`config.mk`:
```
export PLATFORM = sky130hd
export DESIGN_NAME = vector_list_player_flat
export DESIGN_NICKNAME = d
export VERILOG_FILES = /design/src/rtl/vector_list_player_if.sv /design/src/rtl/vector_list_player.sv /design/src/flat_wrapper.sv
export SDC_FILE = /design/constraint.sdc
export NUM_CORES = 1
export LEC_CHECK = 0
export ABC_AREA = 1
export CAP_MARGIN = 40
export CORE_MARGIN = 5
export CORE_UTILIZATION = 55
export CTS_CLUSTER_SIZE = 14
export DETAILED_ROUTE_END_ITERATION = 8
export PLACE_DENSITY_LB_ADDON = 0.08
export SLEW_MARGIN = 20
export SYNTH_ARGS = -nofsm -noshare
export SYNTH_HDL_FRONTEND = slang
export SYNTH_SLANG_ARGS = --single-unit
export TNS_END_PERCENT = 50
```
`constraint.sdc`:
```
create_clock -name clk -period 8.61 [get_ports clk]
set_input_delay 1.722 -clock clk [delete_from_list [all_inputs] [get_ports clk]]
set_output_delay 1.722 -clock clk [all_outputs]
set_load 0.01 [all_outputs]
```
`src/rtl/vector_list_player_if.sv`:
```
// Display-list ROM port for vector_list_player.
// master: rom_addr out, rom_data in; slave: the ROM side.
`timescale 1ns/1ps
interface vector_list_player_if #(
    parameter int ADDRESSWIDTH = 8,
    parameter int DATAWIDTH    = 18
);
    logic [ADDRESSWIDTH-1:0] rom_addr;
    logic [DATAWIDTH-1:0]    rom_data;

    modport master (
        output rom_addr,
        input  rom_data
    );

    modport slave (
        input  rom_addr,
        output rom_data
    );
endinterface

```
`src/rtl/vector_list_player.sv`:
```
// Walks a MOVE/DRAW/DOT/END display list from ROM once per frame_tick
// and steps registered x_ch/y_ch/beam_on toward each target.
// Ports: clk, rst (async active-low), enable, frame_tick, rom (master),
// x_ch, y_ch, beam_on, frame_done (1-cycle pulse), busy.
`timescale 1ns/1ps
module vector_list_player #(
    parameter int ADDRESSWIDTH  = 8,
    parameter int DAC_WIDTH     = 8,
    parameter int DATAWIDTH     = 2*DAC_WIDTH+2,
    parameter int ROM_LATENCY   = 0,
    parameter int STEP          = 1,
    parameter int SETTLE_CYCLES = 4,
    parameter int DOT_CYCLES    = 8
) (
    input  logic                 clk,
    input  logic                 rst,
    input  logic                 enable,
    input  logic                 frame_tick,
    vector_list_player_if.master rom,
    output logic [DAC_WIDTH-1:0] x_ch,
    output logic [DAC_WIDTH-1:0] y_ch,
    output logic                 beam_on,
    output logic                 frame_done,
    output logic                 busy
);
    localparam logic [3:0] S_IDLE   = 4'd0;
    localparam logic [3:0] S_FETCH  = 4'd1;
    localparam logic [3:0] S_EXEC   = 4'd2;
    localparam logic [3:0] S_SETTLE = 4'd3;
    localparam logic [3:0] S_DRAW   = 4'd4;
    localparam logic [3:0] S_DOT    = 4'd5;
    localparam logic [3:0] S_NEXT   = 4'd6;
    localparam logic [3:0] S_DONE   = 4'd7;
    localparam logic [3:0] S_WAIT   = 4'd8;

    localparam int CNT_MAX = (SETTLE_CYCLES > DOT_CYCLES) ?
                             SETTLE_CYCLES : DOT_CYCLES;
    localparam int CNT_W = (CNT_MAX < 2) ? 1 : $clog2(CNT_MAX);

    localparam logic [DAC_WIDTH-1:0] MID = {1'b1, {(DAC_WIDTH-1){1'b0}}};

    logic [3:0]              state;
    logic [ADDRESSWIDTH-1:0] ptr;
    logic [DATAWIDTH-1:0]    ir;
    logic [CNT_W-1:0]        cnt;
    logic [1:0]              lat;

    logic [1:0]           cmd;
    logic [DAC_WIDTH-1:0] tx;
    logic [DAC_WIDTH-1:0] ty;
    logic [DAC_WIDTH-1:0] nx_x;
    logic [DAC_WIDTH-1:0] nx_y;

    assign cmd = ir[DATAWIDTH-1 -: 2];
    assign tx  = ir[2*DAC_WIDTH-1 -: DAC_WIDTH];
    assign ty  = ir[DAC_WIDTH-1:0];

    // One extra bit keeps the +/-STEP arithmetic from wrapping; the
    // distance compare clamps the move so it lands exactly on target.
    function automatic logic [DAC_WIDTH-1:0] step_to(
        input logic [DAC_WIDTH-1:0] cur,
        input logic [DAC_WIDTH-1:0] tgt
    );
        logic [DAC_WIDTH:0] c;
        logic [DAC_WIDTH:0] t;
        logic [DAC_WIDTH:0] s;
        logic [DAC_WIDTH:0] n;
        c = {1'b0, cur};
        t = {1'b0, tgt};
        s = (DAC_WIDTH+1)'(STEP);
        if (t > c) n = ((t - c) > s) ? c + s : t;
        else       n = ((c - t) > s) ? c - s : t;
        return n[DAC_WIDTH-1:0];
    endfunction

    assign nx_x = step_to(x_ch, tx);
    assign nx_y = step_to(y_ch, ty);

    assign busy = (state != S_IDLE) && (state != S_WAIT);

    always_ff @(posedge clk or negedge rst) begin
        if (!rst) begin
            state        <= S_IDLE;
            ptr          <= '0;
            rom.rom_addr <= '0;
            ir           <= '0;
            cnt          <= '0;
            lat          <= '0;
            x_ch         <= MID;
            y_ch         <= MID;
            beam_on      <= 1'b0;
            frame_done   <= 1'b0;
        end else begin
            frame_done <= 1'b0;
            unique case (state)
                S_IDLE, S_WAIT: begin
                    beam_on <= 1'b0;
                    if (frame_tick && enable) begin
                        state        <= S_FETCH;
                        ptr          <= '0;
                        rom.rom_addr <= '0;
                        lat          <= '0;
                    end
                end
                S_FETCH: begin
                    beam_on <= 1'b0;
                    if (lat == 2'(ROM_LATENCY)) begin
                        ir    <= rom.rom_data;
                        state <= S_EXEC;
                    end else begin
                        lat <= lat + 2'd1;
                    end
                end
                S_EXEC: begin
                    unique case (cmd)
                        2'b00: begin
                            x_ch    <= tx;
                            y_ch    <= ty;
                            beam_on <= 1'b0;
                            if (SETTLE_CYCLES > 0) begin
                                cnt   <= CNT_W'(SETTLE_CYCLES - 1);
                                state <= S_SETTLE;
                            end else begin
                                state <= S_NEXT;
                            end
                        end
                        2'b01: state <= S_DRAW;
                        2'b10: begin
                            // Beam rises with the jump so the dwell
                            // covers exactly the DOT state cycles.
                            x_ch    <= tx;
                            y_ch    <= ty;
                            beam_on <= 1'b1;
                            cnt     <= CNT_W'(DOT_CYCLES - 1);
                            state   <= S_DOT;
                        end
                        default: state <= S_DONE;
                    endcase
                end
                S_SETTLE: begin
                    beam_on <= 1'b0;
                    if (cnt == '0) state <= S_NEXT;
                    else           cnt   <= cnt - CNT_W'(1);
                end
                S_DRAW: begin
                    x_ch    <= nx_x;
                    y_ch    <= nx_y;
                    beam_on <= 1'b1;
                    if (nx_x == tx && nx_y == ty) state <= S_NEXT;
                end
                S_DOT: begin
                    if (cnt == '0) begin
                        beam_on <= 1'b0;
                        state   <= S_NEXT;
                    end else begin
                        cnt <= cnt - CNT_W'(1);
                    end
                end
                S_NEXT: begin
                    beam_on <= 1'b0;
                    if (ptr == {ADDRESSWIDTH{1'b1}}) begin
                        state <= S_DONE;
                    end else begin
                        ptr <= ptr + ADDRESSWIDTH'(1);
                        if (!enable) begin
                            state <= S_IDLE;
                        end else begin
                            state        <= S_FETCH;
                            rom.rom_addr <= ptr + ADDRESSWIDTH'(1);
                            lat          <= '0;
                        end
                    end
                end
                S_DONE: begin
                    beam_on      <= 1'b0;
                    frame_done   <= 1'b1;
                    ptr          <= '0;
                    rom.rom_addr <= '0;
                    state        <= S_WAIT;
                end
                default: state <= S_IDLE;
            endcase
        end
    end
endmodule

```
`src/flat_wrapper.sv`:
```
// flat-port wrapper written by rule: the top's interface ports become plain ports
module vector_list_player_flat 
#(
    parameter int ADDRESSWIDTH  = 8,
    parameter int DAC_WIDTH     = 8,
    parameter int DATAWIDTH     = 2*DAC_WIDTH+2,
    parameter int ROM_LATENCY   = 0,
    parameter int STEP          = 1,
    parameter int SETTLE_CYCLES = 4,
    parameter int DOT_CYCLES    = 8
)
  (clk, rst, enable, frame_tick, x_ch, y_ch, beam_on, frame_done, busy, rom_rom_addr, rom_rom_data);
  vector_list_player_if #(.ADDRESSWIDTH(ADDRESSWIDTH), .DATAWIDTH(DATAWIDTH)) rom_i ();
  input  logic clk;
  input  logic rst;
  input  logic enable;
  input  logic frame_tick;
  output logic [DAC_WIDTH-1:0] x_ch;
  output logic [DAC_WIDTH-1:0] y_ch;
  output logic beam_on;
  output logic frame_done;
  output logic busy;
  output wire logic [$bits(rom_i.rom_addr)-1:0] rom_rom_addr;
  input wire logic [$bits(rom_i.rom_data)-1:0] rom_rom_data;
  assign rom_rom_addr = rom_i.rom_addr;
  assign rom_i.rom_data = rom_rom_data;
  vector_list_player #(.ADDRESSWIDTH(ADDRESSWIDTH), .DAC_WIDTH(DAC_WIDTH), .DATAWIDTH(DATAWIDTH), .ROM_LATENCY(ROM_LATENCY), .STEP(STEP), .SETTLE_CYCLES(SETTLE_CYCLES), .DOT_CYCLES(DOT_CYCLES)) u_core (.clk(clk), .rst(rst), .enable(enable), .frame_tick(frame_tick), .rom(rom_i), .x_ch(x_ch), .y_ch(y_ch), .beam_on(beam_on), .frame_done(frame_done), .busy(busy));
endmodule
```
==> flow_metrics.tcl, run 1 <==
set metrics [dict create \
    status "finished, final reports clean" \
    synth_cells 932 \
    numCtsBuffers 9 \
    cp_slowest_stage_delay_ns 0.52 \
    yosysMostFrequentCell "nand2_1" \
    setup_violations 0 \
    yosysUniqueCellTypes 40 \
    tns_ns 0 \
    synth_edf_count 0 \
    post_cts_buffers 0 \
    initial_utilization 0.5583 \
    drt-initial-drc-count 482 \
    ant_nets 0 \
    crit_chain "inv_1 > ha_1 > nand2_1 > nand2_1 > a21oi_1 > nand2_1 > nand2_1 > nand2_1 > nand2_1 > clkinv_1 > nand3_1 > nand2_1 > nand2_1 > nand2_1 > nor2_1 > nand2_1 > nor2_1 > nand2_1 > nand2_2 > nand2_2 > nand2_1 > nand2_1" \
    rsz0062_at_grt "false" \
    n_antenna_cell 0 \
    ctsHtreeMaxLevel 3 \
    die_h_um 114.7 \
    drt_pass1_iterations 5 \
    synth_nets 1003 \
    drv_slew 0 \
    crit_path_frequent_cell "nand2_1" \
    tightest_slew_ns 0.6604 \
    routed-via-count 6054 \
    yosys.area_share.adder 0.1067 \
    ys_seq_area_frac 0.2537 \
    synth-xor-area-share 0.03488 \
    netlist_area_um2 6026 \
    hpwl_um 11840 \
    drcViolationCount 0 \
    yosys-top-cells-count "nand2_1 (305), nand3_1 (131), inv_1 (129)" \
    die_w_um 114.7 \
    area_delta_synth_final_pct 14.91 \
    final_layout_size_suffix_gt1_frac 0.06883 \
    yosys.area_share.simple 0.4225 \
    synth_compound_area_frac 0.08596 \
    grt_pass1_vias 5727 \
    synth_top_family_by_area "simple AND/OR/NAND/NOR gates" \
    max_clock_freq_mhz 270.3 \
    syn_avg_cell_area_um2 6.465 \
    post-route-min-period_ns 3.699 \
    slew_headroom 0.5570 \
    endpoint_kind "flip-flop" \
    antenna_found_initial 0 \
    drv_cap 0 \
    cts_tree "done" \
    hold_viol_final 0 \
    cp-start-kind "flip-flop" \
    finClkSkew_ns 0.01087 \
    arrival_ns 3.94 \
    fillCellCount 1044 \
    ctsHoldBuffers 0 \
    cts_sinks 61 \
    synth_top_cell_area_share 0.2450 \
    clk_latency_ns 0.35 \
    synth_mux_area_frac 0 \
    globalplace.congestion 0.9298 \
    port_buffers 48 \
    async_reset_ff_frac 1.000 \
    min_path_type "flip-flop to flip-flop" \
    grt_pass1_wl_um 26880 \
    clk_pin_slew_ns 0.08 \
    yosysWarnings 0 \
    grt_start_max_net_pins 62 \
    viasPerCell 5.367 \
    synthFlopType "dfrtp_1" \
    synth_area_leader_cell "dfrtp_1" \
    synth_area_leaders "dfrtp_1 (25%), nand2_1 (19%), nand3_1 (11%)" \
    io_pins 49 \
    crit_type "flip-flop to flip-flop" \
    rows 38 \
    core_area_um2 10790 \
    cts-root-buf "clkbuf_8" \
    cts_buffer_depth 2 \
    drt-total-wl_um 15970 \
    post_cts_resized 0 \
    critPathSlowestCell "dfrtp_1" \
    die_area_um2 13150 \
    fin_nets 1054 \
    grt.total_usage 0.2503 \
    ys_seq_elements 61 \
    cp.required_ns 8.85 \
    grt-ovfl-total 0 \
    critical_path.max_fanout 11 \
    wl_per_cell_um 14.16 \
    post-route-period-util 0.4296 \
]
-- layout make-up --
| cell class | count | area [µm²] | area share |
|---|---|---|---|
| clock buffers | 10 | 137.6 | 0.01988 |
| inverters | 139 | 521.8 | 0.07535 |
| repair buffers | 53 | 540.5 | 0.07806 |
| well taps | 140 | 175.2 | 0.02530 |
| flip-flops and latches | 61 | 1529 | 0.2208 |
| multi-input cells | 719 | 3926 | 0.5670 |
| clock inverters | 6 | 93.84 | 0.01355 |
-- flip-flops by register name, indices dropped and copies added, names as in the netlist --
| name | cells |
|---|---|
| u_core.rom.rom_addr | 8 |
| u_core.x_ch | 8 |
| u_core.lat | 2 |
| u_core.cnt | 3 |
| u_core.y_ch | 8 |
| u_core.ptr | 8 |
| u_core.state | 4 |
| u_core.ir | 18 |
| u_core.frame_done | 1 |
| u_core.beam_on | 1 |
-- worst max-delay path: cells and delay by family, from the launching register on --
kind	cells	cell delay, ns
buffers and inverters	2	0.59
AO/OA/AOI/OAI	1	0.16
AND/OR/NAND/NOR	18	1.86
adder cells (fa/ha/maj)	1	0.45
flip-flops	1	0.52
-- worst paths after layout --
kind / end / startpoint / depth (start not counted) / slack [ns]
max in group asynchronous: u_core.y_ch[7] / rst / 3 / 6.80
worst max-delay path: u_core.state[2] / u_core.y_ch[4] / 22 / 4.91
worst min-delay path: u_core.lat[0] / u_core.lat[0] / 2 / 0.48
worst max register to register: u_core.state[2] / u_core.y_ch[4] / 22 / 4.91
worst min register to register: u_core.lat[0] / u_core.lat[0] / 2 / 0.48
min in group asynchronous: u_core.ir[15] / rst / 2 / 1.27
-- per-layer routing --
| layer | vias to the layer above | wire length [µm] | part of all wire | GRT usage |
|---|---|---|---|---|
| met5 | - | 0 | 0 | 0 |
| met4 | 0 | 159 | 0.010 | 0.06255 |
| met3 | 17 | 935 | 0.059 | 0.04493 |
| met2 | 161 | 7303 | 0.46 | 0.3989 |
| met1 | 2748 | 7571 | 0.47 | 0.3516 |
| li1 | 3128 | - | - | - |
-- per-stage QoR --
stage	setup WS (ns)	cells	util	cell area, µm²	hold slack (ns)
after floorplan	5.698	932	-	6026	0.4419
after global placement	4.882	1109	0.6155	6643	0.4540
after detailed placement	4.783	1109	0.6155	6643	0.4613
after CTS	4.971	1125	0.6369	6874	0.4794
after global routing	4.594	1128	0.6415	6924	0.5173
final	4.911	1128	0.6415	6924	0.4777
-- cells by family after synthesis --
group,Yosys count
flops,61
compound gates,85
xor+xnor,24
fa+ha+maj,49
simple gates,561
buf+inv,152
-- layout by cell type (no fill, tap or decap), types with 3 or more instances in the layout --
cell | synthesis | routed
xnor2_1 | 3 | 3
nand2_2 | 14 | 14
nor3_1 | 16 | 16
nor2_4 | 7 | 7
inv_1 | 129 | 129
inv_2 | 8 | 8
clkbuf_8 | 0 | 10
nor2_2 | 2 | 4
o21ai_0 | 36 | 36
nor2_1 | 49 | 47
nand3_1 | 131 | 131
o221ai_1 | 16 | 16
a21boi_0 | 4 | 4
or2_1 | 3 | 3
fa_1 | 4 | 4
xor2_1 | 21 | 21
ha_1 | 45 | 45
clkdlybuf4s50_1 | 0 | 47
nand2_1 | 305 | 305
a21oi_1 | 20 | 20
nand4_1 | 23 | 23
dfrtp_1 | 59 | 59
Power of run 1 is not shown: default switching activity piles up to over one toggle a cycle in this logic, so the estimate is an artifact.
==> run 2: changes to the inputs <==
- clock period: 8.61 -> 3.7 ns (I/O delays scaled with it)
==> run 2 against run 1 <==
Effect of this change:
- non-clock buffer count rose by 14
- hold slack got worse by 0.11 ns
- sequential share of layout area shrank 0.23 points
- routed wire length increased by 2.1%
- global-route usage up 1.4 points
==> flow_metrics.tcl, run 2 (same netlist as run 1, synthesis figures left out) <==
set metrics [dict create \
    crit_type "flip-flop to flip-flop" \
    critical_path.max_fanout 10 \
    worst_slack_ns 0.2713 \
    cts_tree "done" \
    io_pins 49 \
    clk_pin_slew_ns 0.08 \
    dp.cells 1120 \
    cts_sinks 61 \
    multi_input_area_um2 3925 \
    grt_pass1_wl_um 28300 \
    endpoint_kind "flip-flop" \
    area_delta_synth_final_pct 16.30 \
    post-route-period-util 0.9267 \
    drv_cap 0 \
    drt_pass1_iterations 6 \
    post-route-min-period_ns 3.429 \
    drt-initial-drc-count 526 \
    final_layout_size_suffix_gt1_frac 0.08583 \
    initial_utilization 0.5583 \
    cp-start-kind "flip-flop" \
    largest_reg_flops 18 \
    die_h_um 114.7 \
    drv_slew 0 \
    grt_start_max_net_pins 38 \
    tightest_slew_ns 0.5512 \
    arrival_ns 3.68 \
    utilization 0.6493 \
    ctsHtreeMaxLevel 3 \
    reg2reg_from "u_core.ir[8]" \
    cp.required_ns 3.95 \
    instances_no_fill 1142 \
    status "finished, final reports clean" \
    min_path_type "input port to asynchronous set/reset pin" \
    die_w_um 114.7 \
    grt.total_usage 0.2647 \
    viasPerCell 5.423 \
    drt-total-wl_um 16310 \
    top_register "u_core.ir" \
    n_antenna_cell 0 \
    hpwl_um 12260 \
    cts-root-buf "clkbuf_8" \
    grt_pass1_vias 5839 \
    port_buffers 48 \
    final_common_cell "nand2_1" \
    core_area_um2 10790 \
    cts_buffer_depth 2 \
    ctsHoldBuffers 0 \
    slew_headroom 0.6325 \
    setup_violations 0 \
    final_cell_mix "nand2_1 (305), nand3_1 (131), inv_1 (128)" \
    r2r_slack_ns 0.27 \
    clk_latency_ns 0.36 \
    fin_nets 1068 \
    globalplace.congestion 0.8933 \
    r2r_cells 21 \
    design_area_um2 7008 \
    antenna_found_initial 0 \
    ant_nets 0 \
    finClkSkew_ns 0.01027 \
    dp_slack_ns 0.3725 \
    r2r-end "u_core.state[1]" \
    numCtsBuffers 9 \
    wl_per_cell_um 14.28 \
    rows 38 \
    post_dp_cell_area_um2 6723 \
    max_clock_freq_mhz 291.7 \
    fillCellCount 1011 \
    drcViolationCount 0 \
    regArea_um2 1531 \
    routed-via-count 6193 \
    grt-ovfl-total 0 \
    hold_viol_final 0 \
    die_area_um2 13150 \
]
run 2: changes by cell type in the layout (fill, tap and decap cells not counted), sizes merged:
| cell | delta |
|---|---|
| buf | +14 |
| clkbuf | -1 |
| clkinv | -2 |
| clkinvlp | +1 |
| inv | +2 |
run 2: cell type report:
type                            instances  share of cell area
Inverter                              139             0.07499
Tap cell                              140             0.02500
Sequential cell                        61              0.2185
Multi-Input combinational cell        719              0.5601
Clock buffer                            9             0.01768
Clock inverter                          7             0.01500
Timing Repair Buffer                   67             0.08873
run 2: metal layers:
metal,share of wire,vias to the layer above,wire (µm),track usage
met1,0.47,2781,7704,0.3839
met3,0.066,22,1079,0.03753
li1,-,3155,-,-
met2,0.45,235,7325,0.4172
met4,0.012,0,201,0.06334
met5,0,-,0,0
run 2: how the worst max path moves through the flow:
| stage | from | end | slack [ns] |
|---|---|---|---|
| after global placement | u_core.x_ch[0] | u_core.state[1] | 0.39 |
| after detailed placement | u_core.x_ch[0] | u_core.state[2] | 0.37 |
| after CTS | u_core.x_ch[0] | u_core.state[1] | 0.34 |
| after global routing | u_core.ir[8] | u_core.state[2] | -0.05 |
| after floorplan | u_core.x_ch[0] | u_core.state[1] | 0.79 |
| final | u_core.ir[8] | u_core.state[1] | 0.27 |
run 2: critical path, cell delays in order (launching register included):
cell      delay [ns]
dfrtp_1         0.40
inv_1           0.15
ha_1            0.23
fa_1            0.39
inv_1           0.09
nand2_1         0.07
a21boi_0        0.23
nand3_1         0.17
nor2_4          0.32
nand3_4         0.20
nand2_1         0.13
nand3_1         0.08
nand3_1         0.10
nand2_1         0.06
nor2_1          0.16
nand2_1         0.09
nor2_1          0.09
nand2_1         0.07
nand2_2         0.09
nand2_2         0.08
nand2_1         0.08
nand2_1         0.05
run 2: metrics by stage:
step | TNS, ns | hold WS [ns]
2_1_floorplan | 0 | 0.4419
3_3_place_gp | 0 | 0.4555
3_5_place_dp | 0 | 0.4606
4_1_cts | 0 | 0.3576
5_1_grt | -0.1087 | 0.3895
6_report | 0 | 0.3638
run 2: what timing repair did:
action	4_1_cts	5_1_grt
resized for setup	0	6
setup endpoints to repair	0	4
buffers inserted	0	6
Power of run 2 is left out for the same reason.
